[config.mk]
export PLATFORM = sky130hd
export DESIGN_NAME = multiplier
export DESIGN_NICKNAME = d
export VERILOG_FILES = /design/src/rtl/multiplier.sv
export SDC_FILE = /design/constraint.sdc
export NUM_CORES = 1
export LEC_CHECK = 0
export BUFFER_PORTS_ARGS = -buffer_cell sky130_fd_sc_hd__buf_4
export CORE_ASPECT_RATIO = 1.5
export CORE_MARGIN = 1.5
export CORE_UTILIZATION = 61
export DETAILED_ROUTE_END_ITERATION = 12
export PLACE_DENSITY = 0.94
export SETUP_SLACK_MARGIN = 0.3
export SYNTH_ARGS = -nofsm -noshare
export SYNTH_HDL_FRONTEND = slang
export SYNTH_SLANG_ARGS = --single-unit
[constraint.sdc]
create_clock -name c -period 4.8 [get_ports c]
set_input_delay 0.48 -clock c [delete_from_list [all_inputs] [get_ports c]]
set_output_delay 0.48 -clock c [all_outputs]
set_load 0.005 [all_outputs]
[src/rtl/multiplier.sv]
// Sequential unsigned shift-and-add multiplier: one partial product per clock,
// fixed W-clock latency from operand accept to the done pulse.
module multiplier #(
  parameter int W = 6
) (
  input  logic           c,
  input  logic           rst,
  input  logic           start,
  input  logic [W-1:0]   xM,
  input  logic [W-1:0]   yM,
  output logic           busy,
  output logic           done,
  output logic [2*W-1:0] zM
);
  // state | meaning
  // IDLE  | waiting for start; operands latched on the accepting edge
  // RUN   | one shift-and-add iteration per clock, W iterations total
  // DONE  | product valid in zM, one-cycle done pulse
  typedef enum logic [1:0] {IDLE, RUN, DONE} state_t;

  localparam int            CW   = $clog2(W) + 1;
  localparam logic [CW-1:0] LAST = CW'(W - 1);

  state_t         state_q, state_d;
  logic [2*W-1:0] mcand_q, mcand_d;
  logic [2*W-1:0] acc_q, acc_d;
  logic [2*W-1:0] z_q, z_d;
  logic [2*W-1:0] acc_sum;
  logic [W-1:0]   mplier_q, mplier_d;
  logic [CW-1:0]  cnt_q, cnt_d;
  logic           last_iter;

  always_ff @(posedge c) begin
    if (rst) begin
      state_q  <= IDLE;
      mcand_q  <= '0;
      acc_q    <= '0;
      z_q      <= '0;
      mplier_q <= '0;
      cnt_q    <= '0;
    end else begin
      state_q  <= state_d;
      mcand_q  <= mcand_d;
      acc_q    <= acc_d;
      z_q      <= z_d;
      mplier_q <= mplier_d;
      cnt_q    <= cnt_d;
    end
  end

  assign acc_sum   = mplier_q[0] ? (acc_q + mcand_q) : acc_q;
  assign last_iter = (cnt_q == LAST);

  always_comb begin
    state_d = state_q;
    unique case (state_q)
      IDLE:    if (start) state_d = RUN;
      RUN:     if (last_iter) state_d = DONE;
      DONE:    state_d = IDLE;
      default: state_d = IDLE;
    endcase
  end

  // The final iteration's add is folded straight into zM on the exit edge.
  always_comb begin
    mcand_d  = mcand_q;
    acc_d    = acc_q;
    z_d      = z_q;
    mplier_d = mplier_q;
    cnt_d    = cnt_q;
    if (state_q == IDLE && start) begin
      mcand_d  = {{W{1'b0}}, xM};
      mplier_d = yM;
      acc_d    = '0;
      cnt_d    = '0;
    end else if (state_q == RUN) begin
      acc_d    = acc_sum;
      mcand_d  = mcand_q << 1;
      mplier_d = mplier_q >> 1;
      cnt_d    = cnt_q + 1'b1;
      if (last_iter) z_d = acc_sum;
    end
  end

  always_comb begin
    busy = (state_q != IDLE);
    done = (state_q == DONE);
    zM   = z_q;
  end

endmodule

==> flow_metrics.py <==
metrics = {
    "logic_synthesis": {
        "synth.most_common_cell": "dfxtp_1",
        "yosysTopAreaCell": "dfxtp_1",
        "synth_cells": 300,
        "syn_avg_cell_area_um2": 8.19,
        "synthDistinctLibCells": 45,
        "yosys_warnings": 0,
        "syn-cell-area_mm2": 0.00246,
        "synth-main-ff-cell": "dfxtp_1",
        "ys_seq_elements": 48,
        "synthesis.nets": 329,
        "synth_seq_area_share_pct": 39.1,
        "synth_edf_count": 0,
        "synth_top_area_share_pct": 39.1,
        "synth_common_cells": "48 x dfxtp_1, 44 x nand2_1, 38 x a21oi_1",
        "synthTopCellsByArea": "dfxtp_1 39%, a21oi_1 7.7%, nand2_1 6.7%",
        "postSynth.asyncResetShare_pct": 0,
    },
    "drt": {
        "drt-total-wl_um": 5510,
        "wl_per_cell_um": 15.0,
        "first_iter_violations": 76,
        "vias": 2249,
        "vias_per_cell": 6.13,
        "drc": 0,
        "ant_nets": 0,
        "first_pass_iters": 4,
    },
    "clock_tree": {
        "ctsHoldBuffers": 0,
        "numClockSinks": 48,
        "cts_root_buffer": "clkbuf_8",
        "cts_tree": "yes",
        "numCtsBuffers": 5,
        "clock_latency_ps": 310,
        "cts_setup_buffers": 0,
        "htreeDepth": 2,
        "post_cts_resized": 0,
        "clk_path_buf_depth": 2,
        "clk_pin_slew_worst_paths_ps": 100,
    },
    "finish": {
        "nNetsFinal": 350,
        "num_antenna_cells": 0,
        "utilization_pct": 72.2,
        "layout-area-overhead-vs-synth_pct": 14.4,
        "drive_gt1_share_pct": 15.2,
        "instances_no_fill": 367,
        "design_area_mm2": 0.00281,
    },
    "timing": {
        "skew_ps": 12.3,
        "setup_violations": 0,
        "rsz0062_at_grt": "false",
        "tightest_slew_ps": 714,
        "layout_min_cycle_time_ps": 2290,
        "finalCritPeriodShare_pct": 47.7,
        "slew_viol_final": 0,
        "max_freq_ghz": 0.436,
        "fin_setup_tns_ps": 0,
        "max_slew_margin_pct": 52.3,
        "hold_viol_final": 0,
    },
    "grt": {
        "grt_busiest_layer": "met2",
        "use_met1_pct": 31.7,
        "met3_usage_pct": 5.76,
        "grt.overflow.total": 0,
        "grt_pass1_vias": 2052,
        "grt_use_total_pct": 27.1,
        "grt_pass1_wl_um": 8840,
        "grt_start_max_net_pins": 30,
        "met2_usage_pct": 46.4,
        "antenna_found_initial": 0,
    },
    "setup_path": {
        "worstPathCellList": "inv_1 > nor2_1 > nand3_1 > or3_1 > nand3_1",
        "cpMostUsedCell": "nand3_1",
        "arrival_ps": 2540,
        "worst_path_max_delay_cell": "dfxtp_1",
        "cp-end-kind": "register",
        "critical_path_class": "register to register",
        "crit_required_ps": 5050,
        "reg2reg_slack_ps": 2510,
        "cp-start-kind": "register",
        "crit_path_max_incr_delay_ps": 700,
        "critPathTopFamily": "simple AND/OR/NAND/NOR gates",
        "critPathBufInv": 1,
        "crit_fanout": 16,
    },
    "place": {
        "place.gp.congestion": 0.955,
        "place_inst": 359,
        "io_buffers": 28,
        "dpl.hpwl_um": 3820,
        "placed_area_mm2": 0.00267,
    },
    "power": {
        "cellPowerDensity_mw_per_mm2": 304,
        "ir_drop_v": 0.000263,
        "p_leak_nw": 1.09,
    },
    "floorplanning": {
        "start_util_pct": 63.2,
        "dieArea_mm2": 0.00442,
        "io_pins": 29,
        "die_x_um": 54.8,
        "core_mm2": 0.00389,
        "rows": 28,
        "die_h_um": 80.7,
    },
    "status": {
        "status": "completed",
    },
    "flow_run": {
        "cap_violations": 0,
    },
    "min_path": {
        "holdCritPathClass": "primary input to register",
    },
}
## power by group
group / total (mW) / switching, mW / internal [mW] / leakage [nW]
registers: 0.420 / 0.0116 / 0.409 / 0.389
logic: 0.0794 / 0.0479 / 0.0316 / 0.634
clock network: 0.353 / 0.144 / 0.210 / 0.0687
## area by class of cell
type | instances | area (µm²)
well taps | 45 | 56.3
flip-flops and latches | 48 | 961
repair buffers | 30 | 225
clock buffers | 5 | 68.8
inverters | 8 | 30.0
clock inverters | 3 | 68.8
fillers | 284 | 1080
multi-input cells | 228 | 1400
## metal layers
layer  up-vias  share of wire [%]
li1       1106                  -
met1      1059                 41
met2        70                 52
met3        14                4.9
met4         0                2.2
met5         -                  0
## kinds of logic (layout without fill, tap and decap cells)
group	after synthesis	in the layout	share of synthesized area, %
simple gates	108	108	19.8
compound gates	94	94	25.2
flops	48	48	39.1
buf+inv	24	46	4.02
fa+ha+maj	14	14	7.44
xor+xnor	9	9	3.21
mux	3	3	1.22
## path summary, 6_finish.rpt
path | from | endpoint | depth (start not counted)
max | mplier_q[0]$_SDFFE_PP0P_ | acc_q[10]$_SDFFE_PP0P_ | 5
min | yM[5] | mplier_q[5]$_SDFFE_PP0P_ | 3
max reg2reg | mplier_q[0]$_SDFFE_PP0P_ | acc_q[10]$_SDFFE_PP0P_ | 5
min reg2reg | zM[1]$_SDFFE_PP0P_ | zM[1]$_SDFFE_PP0P_ | 2
## registers in the layout, indices dropped and copies added (netlist names)
name and flops:
acc_q 12, cnt_q 4, mcand_q 12, mplier_q 6, state_q 2, zM 12
## per-stage QoR
step | worst slack, ps | power, mW | hold slack [ps]
floorplan | 2830 | 0.483 | 437
global placement | 2660 | 0.505 | 443
detailed placement | 2610 | 0.507 | 447
CTS | 2540 | 0.852 | 388
global route | 2290 | 0.880 | 382
finish | 2510 | 0.853 | 383
## worst register-to-register path, stage by stage, from the launching register on
cell,delay (ps)
dfxtp_1,700
inv_1,350
nor2_1,600
nand3_1,140
or3_1,340
nand3_1,90
## placed cells by master (no fill, tap or decap), types with 2 or more instances in the layout
cell type	instances
ha_1	13
nand2_1	44
mux2i_1	3
a211oi_1	17
o21ai_1	3
nand3_1	7
a21oi_1	38
buf_4	30
a22oi_1	10
xnor2_1	7
o2111ai_1	2
or2_2	3
nor2_1	34
nor2b_1	2
inv_1	8
o21ai_0	3
clkbuf_8	5
a21o_1	3
dfxtp_1	48
a211oi_2	2
xor2_1	2
or3_1	5
o21a_1	2
nand2b_1	2
o21bai_1	4
a31oi_1	2
bufinv_16	2
nand4_1	2
(Power assumes the default switching activity.)
